<file path="config.mk">
export PLATFORM = sky130hd
export DESIGN_NAME = guess_resolver
export DESIGN_NICKNAME = d
export VERILOG_FILES = /design/src/rtl/guess_resolver.sv
export SDC_FILE = /design/constraint.sdc
export NUM_CORES = 1
export LEC_CHECK = 0
export BUFFER_PORTS_ARGS = -buffer_cell sky130_fd_sc_hd__buf_4
export CORE_MARGIN = 1.5
export CORE_UTILIZATION = 55
export DETAILED_ROUTE_END_ITERATION = 10
export PLACE_DENSITY = 0.8
export SETUP_SLACK_MARGIN = 0.1
export SKIP_LAST_GASP = 1
export SLEW_MARGIN = 20
export SYNTH_ARGS = -nofsm -noshare
export SYNTH_HDL_FRONTEND = slang
export SYNTH_SLANG_ARGS = --single-unit
</file>
<file path="constraint.sdc">
create_clock -name clk -period 3.6 [get_ports clk]
set_clock_uncertainty 0.2 [all_clocks]
set_input_delay 0.9 -clock clk [delete_from_list [all_inputs] [get_ports clk]]
set_output_delay 0.9 -clock clk [all_outputs]
set_load 0.01 [all_outputs]
</file>
<file path="src/rtl/guess_resolver.sv">
// rtl/guess_resolver.sv - classifies one-hot guesses against the opponent ship map
//
// Purpose: takes each single-cell guess, rejects malformed ones, records hits and
// misses, holds the per-shot result for SHOW_CYCLES cycles and declares win/lose.
//
// Optional feature: define GUESS_REPEAT_REJECT_EN to reject guesses on cells that
// were already shot at (no shot consumed). Without it a repeated guess consumes a
// shot and shows its original class, without growing hits or hit_map.
//
// Ports:
//   clk, rst            clock, asynchronous active-low reset
//   phase               0 = select (clears game state), 1 = game
//   guess_stb           one-cycle strobe qualifying sing_guess
//   sing_guess[27:0]    one-hot guessed cell
//   opp_ships[27:0]     opponent ship map
//   hit_map, miss_map   accumulated hit / miss cells
//   shots, hits         accepted shots / distinct hits
//   res_hit, res_miss   result display window after a hit / miss
//   rej                 one-cycle pulse for a rejected guess
//   busy                high in any state but IDLE
//   game_over, win      game finished / outcome

module guess_resolver #(
    parameter int SHOW_CYCLES = 50_000_000,
    parameter int MAX_SHOTS   = 20
) (
    input  logic        clk,
    input  logic        rst,
    input  logic        phase,
    input  logic        guess_stb,
    input  logic [27:0] sing_guess,
    input  logic [27:0] opp_ships,
    output logic [27:0] hit_map,
    output logic [27:0] miss_map,
    output logic [4:0]  shots,
    output logic [4:0]  hits,
    output logic        res_hit,
    output logic        res_miss,
    output logic        rej,
    output logic        busy,
    output logic        game_over,
    output logic        win
);

    localparam int             CW         = (SHOW_CYCLES > 1) ? $clog2(SHOW_CYCLES) : 1;
    localparam logic [CW-1:0]  HOLD_LOAD  = CW'(SHOW_CYCLES - 1);
    localparam logic [4:0]     SHOT_LIMIT = 5'(MAX_SHOTS);

    typedef enum logic [1:0] {IDLE, CHECK, SHOW, DONE} state_t;

    state_t         state, state_n;
    logic [27:0]    g_q;
    logic [CW-1:0]  hold;
    logic           last_hit;

    logic g_invalid, g_reject, g_hit, new_hit, hold_zero, win_cond, loss_cond;

    // x & (x-1) clears the lowest set bit; anything left means more than one bit.
    assign g_invalid = (g_q == 28'd0) || ((g_q & (g_q - 28'd1)) != 28'd0);
`ifdef GUESS_REPEAT_REJECT_EN
    assign g_reject  = g_invalid || ((g_q & (hit_map | miss_map)) != 28'd0);
`else
    assign g_reject  = g_invalid;
`endif
    assign g_hit     = (g_q & opp_ships) != 28'd0;
    // A repeated hit shows as a hit but must not count as a new distinct hit.
    assign new_hit   = g_hit && ((g_q & hit_map) == 28'd0);
    assign hold_zero = (hold == '0);
    assign win_cond  = (hit_map == opp_ships) && (opp_ships != 28'd0);
    assign loss_cond = (shots == SHOT_LIMIT);

    always_ff @(posedge clk or negedge rst) begin
        if (!rst) begin
            state <= IDLE;
        end else begin
            state <= state_n;
        end
    end

    always_comb begin
        state_n = state;
        case (state)
            IDLE:  if (phase && guess_stb) state_n = CHECK;
            CHECK: state_n = g_reject ? IDLE : SHOW;
            SHOW: begin
                if (hold_zero) begin
                    // Win is checked first so a final shot that sinks everything wins.
                    if (win_cond || loss_cond) state_n = DONE;
                    else                       state_n = IDLE;
                end
            end
            DONE:  state_n = DONE;
            default: state_n = IDLE;
        endcase
        if (!phase) state_n = IDLE;
    end

    always_ff @(posedge clk or negedge rst) begin
        if (!rst) begin
            g_q      <= '0;
            hold     <= '0;
            last_hit <= 1'b0;
            hit_map  <= '0;
            miss_map <= '0;
            shots    <= '0;
            hits     <= '0;
            rej      <= 1'b0;
            win      <= 1'b0;
        end else if (!phase) begin
            g_q      <= '0;
            hold     <= '0;
            last_hit <= 1'b0;
            hit_map  <= '0;
            miss_map <= '0;
            shots    <= '0;
            hits     <= '0;
            rej      <= 1'b0;
            win      <= 1'b0;
        end else begin
            rej <= 1'b0;
            case (state)
                IDLE: begin
                    if (guess_stb) g_q <= sing_guess;
                end
                CHECK: begin
                    if (g_reject) begin
                        rej <= 1'b1;
                    end else begin
                        shots    <= shots + 5'd1;
                        last_hit <= g_hit;
                        hold     <= HOLD_LOAD;
                        if (g_hit) begin
                            hit_map <= hit_map | g_q;
                            if (new_hit) hits <= hits + 5'd1;
                        end else begin
                            miss_map <= miss_map | g_q;
                        end
                    end
                end
                SHOW: begin
                    if (!hold_zero) hold <= hold - CW'(1);
                    else if (win_cond) win <= 1'b1;
                end
                default: ;
            endcase
        end
    end

    assign busy      = (state != IDLE);
    assign game_over = (state == DONE);
    assign res_hit   = (state == SHOW) && last_hit;
    assign res_miss  = (state == SHOW) && !last_hit;

endmodule

</file>
---- Yosys cells after proc, flatten, opt, wreduce, memory -nomap -nowiden ----
Cells that the tools add are included.
cells by class
  reduce and logical (&&, ||, !) cells .... 24
  mux-type cells .......................... 39
  bitwise logic cells ..................... 5
  add/sub/neg operators ................... 4
  equal/unequal tests ..................... 20
operators by type and width
  kind                                                                      number
  28-bit 2-to-1 mux                                                         11
  28-bit bitwise AND                                                        3
  28-bit nonzero test                                                       3
  26-bit 2-to-1 mux                                                         3
  28-bit zero test                                                          2
  28-bit bitwise OR                                                         2
  26-bit one-hot mux with 2 select lines                                    1
  5-bit 2-to-1 mux                                                          8
  28-bit == test                                                            1
  28-bit by 1-bit subtractor with 28-bit output (second input constant)     1
  26-bit zero test                                                          1
  26-bit by 1-bit subtractor with 26-bit output (second input constant)     1
  2-bit by 1-bit inequality test with 1-bit output (second input constant)  8
  3-bit inequality test (second input constant)                             4
  3-bit AND reduction                                                       4
  5-bit by 1-bit adder with 5-bit output (second input constant)            2
  1-bit 2-to-1 mux                                                          10
  2-bit 2-to-1 mux                                                          5
  2-bit one-hot mux with 4 select lines                                     1
  2-bit AND reduction                                                       3
  5-bit == test (second input constant)                                     1
  1-bit logical AND                                                         5
  2-bit == test (second input constant)                                     2
  2-bit inequality test (second input constant)                             2
  other kinds (7)                                                           8
storage, ports and cells
  register bits ........................... 125
  output and inout bits ................... 72
  logic and storage cells ................. 102
  input bits .............................. 60

---- Longest topological paths before layout ----
Gate-level depths: netlist of the first run.
  depth after elaboration ................. 8
  depth in mapped cells ................... 10
  mapped depth without buffers ............ 8

---- Worst setup path before layout of the first run ----
Ideal clock, no wire load.
  path type ............................... reg-to-reg
  from .................................... register g_q[3]
  to ...................................... register hits[4]
  buffers on the path ..................... 2
  library setup time ...................... 0.078 ns
  required time ........................... 3.322 ns
  period minus slack after synthesis ...... 3.185 ns
  arrival ................................. 2.907 ns
  stages on the path, launching flop included .. 10
  slack ................................... 0.415 ns
  cells stage by stage .................... dfrtp_1 -> buf_6 -> or4_4 -> or4_4 -> a221oi_2 -> and4b_4 -> nand4_4 -> buf_6 -> or4_1 -> a21oi_1
on the way
  word-level cells in the longest chain between the ends .. 6
  elaborated cells between the ends (all ways) .. 14
  classes of those cells .................. 1 x add/sub; 3 x eq/ne; 3 x bitwise; 7 x reduce/logical
RTL lines
  item                                           RTL line  RTL
  start: declaration                             52        logic [27:0] g_q;
  start signal: assignment                       123       if (guess_stb) g_q <= sing_guess;
  28-bit by 1-bit subtractor with 28-bit output  59        assign g_invalid = (g_q == 28'd0) || ((g_q & (g_q - 28'd1)) != 28'd0);
  28-bit bitwise AND                             59
  28-bit nonzero test                            59
  1-bit logical OR                               59
  2-bit inequality test (no line)                n/a
  4-bit AND reduction (no line) *                n/a
  end signal: assignment                         134       if (new_hit) hits <= hits + 5'd1;
  end: declaration                               36        output logic [4:0] hits,
Every way passes the cells marked *; elsewhere a longest branch is shown, timed or not.
A chain may end at the register's enable or synchronous reset.

---- Final worst setup path of the first run ----
  from .................................... register g_q[7]
  to ...................................... register hits[4]
Same word-level chain as after synthesis.

==> results.py, run 1 <==
metrics = {
    "status": {
        "status": "complete, no violations",
    },
    "sta": {
        "drv_slew": 0,
        "rsz0062_at_grt": "false",
        "post-route-period-util": 0.929,
        "hold_viol_final": 0,
        "fmax_ghz": 0.299,
        "finalSetupTns_ns": 0,
        "slew_headroom": 0.377,
        "timing.final.crit_period_ns": 3.34,
        "setup_viol": 0,
        "worst_pin_slew_ns": 0.932,
    },
    "floorplan": {
        "die_h_um": 111,
        "core_area_um2": 11500,
        "die-area_um2": 12400,
        "start_util": 0.564,
        "die_width_um": 111,
        "rows": 39,
        "ios": 132,
    },
    "cells_and_area": {
        "most-common-layout-cells": "161 x buf_4, 125 x dfrtp_1, 79 x nand2_1, 62 x nor2_1, 42 x o21ai_0",
        "antenna_cells": 0,
        "fillCellCount": 862,
        "ff_latch_area_um2": 3130,
        "final_layout_size_suffix_gt1_frac": 0.251,
        "fin_area_um2": 8290,
        "multi_input_area_um2": 3090,
        "final_nets": 884,
        "syn_to_final_growth_pct": 28.2,
        "final_common_cell": "buf_4",
    },
    "grt": {
        "antenna_found_initial": 0,
        "grt.total_usage": 0.364,
        "grt_max_degree": 75,
        "grt_pass1_wl_mm": 35.3,
        "grt.overflow.total": 0,
        "grt_pass1_vias": 6386,
    },
    "synthesis": {
        "syn-num-nets": 759,
        "yosysSeqAreaShare": 0.484,
        "syn_inst": 695,
        "synth-seq-cells": 125,
        "yosys_most_used_dff": "dfrtp_1",
        "yosysUniqueCellTypes": 60,
        "synth_edf_count": 0,
        "netlist_area_um2": 6470,
        "synth.avg_cell_area_um2": 9.31,
        "async_flop_share": 1.00,
        "yosysWarnings": 0,
    },
    "power_and_ir_drop": {
        "power_leakage_uw": 0.00397,
        "p_per_area_nw_per_um2": 436,
        "ir_worst_vdd_uv": 412,
    },
    "setup_path": {
        "cp.arrival_ns": 3.49,
        "end_kind": "flip-flop",
        "worstSetupPathType": "reg2reg",
        "crit_fanout": 11,
        "startpoint_type": "flip-flop",
        "required_ns": 3.74,
    },
    "routing": {
        "drt-total-wl_mm": 22.2,
        "drtIter0Drc": 694,
        "dr_total_vias": 6497,
        "ant_nets": 0,
        "wl_per_cell_um": 22.8,
        "drc": 0,
        "first_pass_iters": 6,
        "viasPerCell": 6.66,
    },
    "placed_design": {
        "io_buffer_count": 131,
        "placed_area_um2": 7660,
        "place_hpwl_mm": 15.4,
        "place.gp.congestion": 0.943,
    },
    "min_path": {
        "min-delay-path-class": "reg2reg",
    },
    "clock_tree": {
        "htree_levels": 4,
        "clock-root-buffer": "clkbuf_16",
        "cts_made_buffers": 17,
        "cts_tree": "built",
        "worst_skew_pair.late_latency_ns": 0.43,
        "cts.sinks": 125,
        "cts_buffer_depth": 2,
        "clkTransAtPathRegs_ns": 0.06,
    },
    "run": {
        "drv_cap": 0,
    },
}
==> synth_stat cells (2+ instances only) <==
cell type,number,area [um2]
nand2_1,79,297
o31ai_1,6,45.0
a211oi_1,5,37.5
ha_1,4,50.1
nor2b_1,3,18.8
a22o_1,34,298
o41ai_1,4,35.0
or3_1,14,87.6
o221a_2,2,22.5
nor2_1,62,233
or2_2,3,18.8
dfrtp_1,125,3130
or4_4,2,22.5
a21oi_1,21,105
nand4_1,9,56.3
nor3_1,25,125
xor2_1,31,272
o21ai_0,42,210
buf_2,8,40.0
nand4b_1,2,17.5
inv_1,11,41.3
or4_1,7,52.6
a31oi_1,35,219
and2_1,2,12.5
nand2b_1,3,18.8
and3_1,3,18.8
buf_6,2,22.5
o211a_1,3,30.0
a221oi_1,7,61.3
clkbuf_1,48,180
nand3_1,17,85.1
o2111a_1,2,22.5
o211ai_1,3,22.5
xnor2_1,6,52.6
a22oi_1,16,120
nor4_1,25,156
==> cells by family (layout without fill, tap and decap cells) <==
group	count (synthesis)	after routing	share of synthesized area
AOI/OAI and AO/OA	193	193	0.207
xor gates and xnor gates	37	37	0.0501
adders and majority gates	5	5	0.00929
buffers and inverters	70	206	0.0445
DFF	125	125	0.484
muxes	1	1	0.00155
and+or+nand+nor	264	265	0.204
==> routing by layer <==
metal	track usage	part of all wire	routed length [um]	vias up
met2	0.577	0.47	10500	399
met3	0.0729	0.096	2140	61
met5	0	0	0	-
li1	-	-	-	2826
met1	0.506	0.41	9050	3211
met4	0.121	0.026	588	0
==> repair_timing <==
action / CTS / global route
setup endpoints to repair: 0 / 14
resized for setup: 0 / 3
buffers inserted: 0 / 0
hold buffers: 0 / 0
==> stage by stage <==
stage                     setup slack, ns  power [uW]  hold WS, ns  cells   util
after floorplan                     0.415        1670        0.245    695      -
after global placement              0.319        1860        0.262    943  0.668
after detailed placement            0.229        1870        0.268    943  0.668
after CTS                           0.178        3610        0.281    974  0.720
after global routing               0.0605        3710        0.312    975  0.723
final                               0.256        3620        0.284    975  0.723
==> sequential cells by signal, indices dropped and copies added, names as in the netlist <==
register and flops:
state 2, miss_map 28, shots 5, rej 1
hit_map 28, g_q 28, hits 5, hold 26
win 1, last_hit 1
==> path summary, 6_finish.rpt <==
path / depth (start not counted) / from / to / slack, ns
worst max register to register: 7 / g_q[7] / hits[4] / 0.26
worst min register to register: 1 / hold[6] / hold[6] / 0.28
worst max-delay path: 7 / g_q[7] / hits[4] / 0.26
min in group asynchronous: 1 / rst / miss_map[24] / 0.30
max in group asynchronous: 2 / rst / miss_map[15] / 2.10
worst min-delay path: 1 / hold[6] / hold[6] / 0.28
==> area by class of cell <==
cell class | instances | share of cell area
clock buffers | 18 | 0.0518
clock inverters | 13 | 0.0204
inverters | 12 | 0.00543
multi-input cells | 501 | 0.373
flip-flops and latches | 125 | 0.377
well taps | 143 | 0.0216
repair buffers | 163 | 0.151
==> where the power goes <==
group / switching [uW] / internal, uW
logic: 232 / 148
registers: 53.2 / 1430
clock network: 663 / 1090
==> worst max-delay path: stages, from the launching register on <==
cell and delay, ns:
dfrtp_1 0.48, or4_1 0.57, or4_4 0.44, a221oi_2 0.28
and4b_4 0.32, nand4_4 0.21, or4_1 0.58, a21oi_1 0.17
Note: power is estimated with default switching activity, not from simulation.
==> run 2: changes to the inputs <==
clock period = 4.25 ns   (was 3.6 ns; I/O delays follow)
==> results.py, run 2 (synthesis results as in run 1) <==
metrics = {
    "setup_path": {
        "end_kind": "flip-flop",
        "cp_slowest_cell": "nor4_1",
        "worstSetupPathType": "reg2reg",
        "cp.arrival_ns": 3.82,
        "required_ns": 4.39,
        "startpoint_type": "flip-flop",
        "crit_fanout": 28,
        "max_stage_delay_ns": 0.74,
        "crit_chain": "nor4_1, nand2_1, nor4b_1, xnor2_1, and4_1, buf_4, a31oi_1, nor2_1",
    },
    "sta": {
        "timing.final.crit_period_ns": 3.68,
        "setup_viol": 0,
        "drv_slew": 0,
        "finalSetupTns_ns": 0,
        "hold_viol_final": 0,
        "fmax_ghz": 0.272,
        "worst_pin_slew_ns": 0.879,
        "rsz0062_at_grt": "false",
        "slew_headroom": 0.412,
        "post-route-period-util": 0.866,
    },
    "floorplan": {
        "die_width_um": 111,
        "rows": 39,
        "die_h_um": 111,
        "die-area_um2": 12400,
        "start_util": 0.564,
        "core_area_um2": 11500,
        "ios": 132,
    },
    "clock_tree": {
        "cts.sinks": 125,
        "cts_tree": "built",
        "cts_made_buffers": 17,
        "clkTransAtPathRegs_ns": 0.06,
        "cts_post_setup_buffers_inserted": 0,
        "cts_buffer_depth": 2,
        "cts_resized": 0,
        "clock-root-buffer": "clkbuf_16",
        "cts_hold_buf": 0,
        "worst_skew_pair.late_latency_ns": 0.43,
        "htree_levels": 4,
    },
    "power_and_ir_drop": {
        "ir_worst_vdd_uv": 325,
        "clock_power_share": 0.495,
        "power_leakage_uw": 0.00387,
        "netSwitchingFraction": 0.248,
        "p_per_area_nw_per_um2": 377,
        "power_report.internal_total_uw": 2300,
        "p_seq_frac": 0.420,
        "p_sw_uw": 757,
        "combPwrFrac": 0.085,
    },
    "placed_design": {
        "io_buffer_count": 131,
        "placed_area_um2": 7500,
        "place.gp.congestion": 1.02,
        "place_hpwl_mm": 14.3,
    },
    "cells_and_area": {
        "final_nets": 863,
        "fillCellCount": 911,
        "fin_area_um2": 8120,
        "syn_to_final_growth_pct": 25.6,
        "ff_latch_area_um2": 3130,
        "final_common_cell": "buf_4",
        "top_regs": "g_q: 28 flops, hit_map: 28 flops, miss_map: 28 flops",
        "multi_input_area_um2": 3060,
        "antenna_cells": 0,
        "most-common-layout-cells": "142 x buf_4, 125 x dfrtp_1, 79 x nand2_1, 62 x nor2_1, 42 x o21ai_0",
        "final_layout_size_suffix_gt1_frac": 0.229,
    },
    "grt": {
        "grt.total_usage": 0.341,
        "grt_max_degree": 78,
        "antenna_found_initial": 0,
        "grt_pass1_wl_mm": 33.1,
        "grt.overflow.total": 0,
        "grt_pass1_vias": 5988,
    },
    "run": {
        "drv_cap": 0,
    },
    "min_path": {
        "min-delay-path-class": "reg2reg",
    },
    "routing": {
        "drt-total-wl_mm": 20.6,
        "drc": 0,
        "dr_total_vias": 6217,
        "first_pass_iters": 6,
        "drtIter0Drc": 718,
        "viasPerCell": 6.51,
        "ant_nets": 0,
        "wl_per_cell_um": 21.6,
    },
    "status": {
        "status": "complete, no violations",
    },
}
==> run 2: changes by cell type in the layout (fill, tap and decap cells not counted), sizes merged <==
cell      change
clkinvlp      -3
buf          -20
nand4         -1
clkbuf        +4
==> run 2: final timing paths <==
kind | end | start | slack (ns) | depth (start not counted)
worst max-delay path | hit_map[27] | g_q[14] | 0.57 | 8
worst min-delay path | win | win | 0.30 | 2
worst max register to register | hit_map[27] | g_q[14] | 0.57 | 8
worst min register to register | win | win | 0.30 | 2
max in group asynchronous | g_q[0] | rst | 2.55 | 2
min in group asynchronous | miss_map[23] | rst | 0.46 | 1
==> run 2: final cells by class <==
cell class / instances / share of cell area
timing repair buffer: 143 / 0.134
clock buffer: 22 / 0.0596
tap: 143 / 0.0220
clock inverter: 10 / 0.0166
multi-input combinational: 500 / 0.377
inverter: 12 / 0.00555
sequential: 125 / 0.385
==> run 2: stage by stage <==
stage | std cells | worst slack [ns] | total power (uW) | util | hold WS, ns
after floorplan | 695 | 1.06 | 1420 | - | 0.245
after global placement | 923 | 0.662 | 1550 | 0.654 | 0.272
after detailed placement | 923 | 0.580 | 1560 | 0.654 | 0.282
after CTS | 955 | 0.581 | 3060 | 0.708 | 0.297
after global routing | 955 | 0.372 | 3150 | 0.708 | 0.323
final | 955 | 0.569 | 3060 | 0.708 | 0.304
==> run 2: power groups by stage <==
stage / Combinational [uW] / Sequential (uW) / Clock, uW
after CTS: 258 / 1280 / 1520
after detailed placement: 256 / 1300 / 0
after floorplan: 172 / 1250 / 0
after global placement: 252 / 1300 / 0
final: 259 / 1280 / 1510
after global routing: 285 / 1290 / 1570
==> run 2: worst max-delay path, delay by kind of cell, from the launching register on <==
family          cells  cell delay, ns
simple gates        5            2.09
buf+inv             1            0.41
flops               1            0.51
compound gates      1            0.14
xor+xnor            1            0.25
==> run 2: layer usage <==
| metal | global-route usage | wire length [um] | part of all wire | vias to the layer above |
|---|---|---|---|---|
| met5 | 0 | 0 | 0 | - |
| met4 | 0.126 | 480 | 0.023 | 0 |
| met3 | 0.0789 | 1830 | 0.089 | 49 |
| met2 | 0.507 | 9540 | 0.46 | 332 |
| met1 | 0.491 | 8750 | 0.42 | 3053 |
| li1 | - | - | - | 2783 |
==> run 3: changes to the inputs <==
CORE_UTILIZATION = 50   (was 55)
PLACE_DENSITY = 0.77   (was 0.8)
clock period = 3.1 ns   (was 4.25 ns; I/O delays follow)
==> results.py, run 3 (synthesis results as in run 1) <==
metrics = {
    "setup_path": {
        "startpoint_type": "flip-flop",
        "required_ns": 3.25,
        "cp_num_buf_inv": 1,
        "worstSetupPathType": "reg2reg",
        "crit_chain": "or4_4, or4_4, a221oi_2, and4b_4, nand4_4, buf_6, or3_1, a21oi_1",
        "crit_top_cell": "or4_4",
        "cp_top_family": "simple AND/OR/NAND/NOR gates",
        "cp_slowest_cell": "or4_4",
        "crit_start": "g_q[7]",
        "r2r_end": "shots[2]",
        "end_kind": "flip-flop",
        "ff2ff_setup_slack_ns": -0.08,
        "reg2reg_depth": 8,
        "crit_fanout": 6,
        "cp.arrival_ns": 3.33,
        "worst-path-stages": 8,
        "max_stage_delay_ns": 0.53,
        "setup.worst_path.end": "shots[2]",
        "r2r_start": "g_q[7]",
    },
    "cells_and_area": {
        "final_nets": 912,
        "postLayoutCoreUtil": 0.694,
        "most-common-layout-cells": "180 x buf_4, 125 x dfrtp_1, 75 x nand2_1, 55 x nor2_1, 41 x o21ai_0",
        "final_common_cell": "buf_4",
        "top_regs": "g_q: 28 flops, hit_map: 28 flops, miss_map: 28 flops",
        "final_cells": 1032,
        "final_layout_size_suffix_gt1_frac": 0.300,
        "antenna_cells": 0,
        "syn_to_final_growth_pct": 35.4,
    },
    "routing": {
        "dr_total_vias": 6493,
        "drc": 0,
        "viasPerCell": 6.29,
        "wl_per_cell_um": 21.3,
        "drt-total-wl_mm": 21.9,
        "ant_nets": 0,
        "drtIter0Drc": 659,
        "first_pass_iters": 5,
    },
    "clock_tree": {
        "cts_tree": "built",
        "cts_buffer_depth": 2,
        "cts_made_buffers": 17,
        "worst_skew_pair.late_latency_ns": 0.43,
        "clkTransAtPathRegs_ns": 0.06,
        "cts.sinks": 125,
        "clock-root-buffer": "clkbuf_16",
        "htree_levels": 4,
    },
    "placed_design": {
        "dp.cells": 996,
        "place_hpwl_mm": 15.1,
        "place.gp.congestion": 0.993,
        "io_buffer_count": 131,
    },
    "power_and_ir_drop": {
        "ir_worst_vdd_uv": 265,
        "power_leakage_uw": 0.00415,
        "p_per_area_nw_per_um2": 476,
    },
    "sta": {
        "drv_slew": 0,
        "setup_ws_ns": -0.0796,
        "setup_viol": 15,
        "post-route-period-util": 1.03,
        "worst_pin_slew_ns": 0.634,
        "timing.final.crit_period_ns": 3.18,
        "finalSetupTns_ns": -0.286,
        "hold_viol_final": 0,
        "slew_headroom": 0.577,
        "fmax_ghz": 0.315,
        "rsz0062_at_grt": "true",
    },
    "floorplan": {
        "rows": 41,
        "core_area_um2": 12600,
        "start_util": 0.512,
        "die-area_um2": 13600,
        "die_h_um": 117,
        "die_width_um": 117,
        "ios": 132,
    },
    "status": {
        "violations": "negative setup slack",
        "status": "finished with violations",
    },
    "grt": {
        "antenna_found_initial": 0,
        "grt.overflow.total": 0,
        "grt_max_degree": 68,
        "grt_pass1_wl_mm": 32.7,
        "grt_pass1_vias": 6185,
        "grt.total_usage": 0.320,
    },
    "run": {
        "drv_cap": 0,
    },
    "min_path": {
        "min-delay-path-class": "reg2reg",
    },
}
run 3: cell count changes in the layout (fill, tap and decap cells not counted), sizes merged:
cell / previous run / this run
bufinv: 3 / 2
clkbuf: 22 / 27
inv: 12 / 11
dlygate4sd3: 0 / 1
buf: 143 / 189
clkinv: 6 / 4
run 3: stage by stage:
step	worst slack, ns	instance area, um2	hold slack (ns)	power (uW)
final	-0.0796	8760	0.289	4170
after global placement	0.0583	7890	0.264	2180
after floorplan	-0.0791	6500	0.245	1940
after global routing	-0.158	8760	0.312	4300
after CTS	-0.0215	8510	0.287	4170
after detailed placement	-0.0484	7890	0.280	2190
run 3: metal layers:
metal,vias to the layer above,global-route usage,share of wire
li1,2885,-,-
met3,69,0.0680,0.087
met4,0,0.166,0.038
met2,393,0.496,0.47
met1,3146,0.425,0.41
met5,-,0,0
run 3: where the power goes:
group	internal (uW)	switching (uW)	leakage, uW
Sequential	1660	35.8	0.00172
Combinational	192	293	0.00214
Clock	1280	704	0.000289
run 3: cell type report:
cell class,count,area [um2]
Clock inverter,6,82.6
Timing Repair Buffer,192,1560
Multi-Input combinational cell,500,3220
Fill cell,960,3860
Sequential cell,125,3130
Clock buffer,25,505
Inverter,12,45.0
Tap cell,172,215
run 3: worst min path at each step:
stage	from	end	slack (ns)	depth (start not counted)
after global placement	hold[6]	hold[6]	0.26	1
after floorplan	hold[6]	hold[6]	0.25	1
after CTS	hold[6]	hold[6]	0.29	1
after detailed placement	hold[6]	hold[6]	0.28	1
after global routing	hold[6]	hold[6]	0.31	1
final	hold[6]	hold[6]	0.29	1
run 3: worst reg2reg max path, stage by stage, from the launching register on:
cell      delay, ns
dfrtp_1        0.37
or4_4          0.53
or4_4          0.51
a221oi_2       0.29
and4b_4        0.30
nand4_4        0.18
buf_6          0.20
or3_1          0.34
a21oi_1        0.18
run 3: what timing repair did:
| action | CTS | global route |
|---|---|---|
| pin swaps | 3 | 28 |
| setup endpoints to repair | 79 | 91 |
| endpoints found under the hold margin | 8 | 0 |
| setup buffers | 0 | 1 |
| hold buffers | 1 | 0 |
| gates cloned | 0 | 3 |
| resized for setup | 5 | 41 |
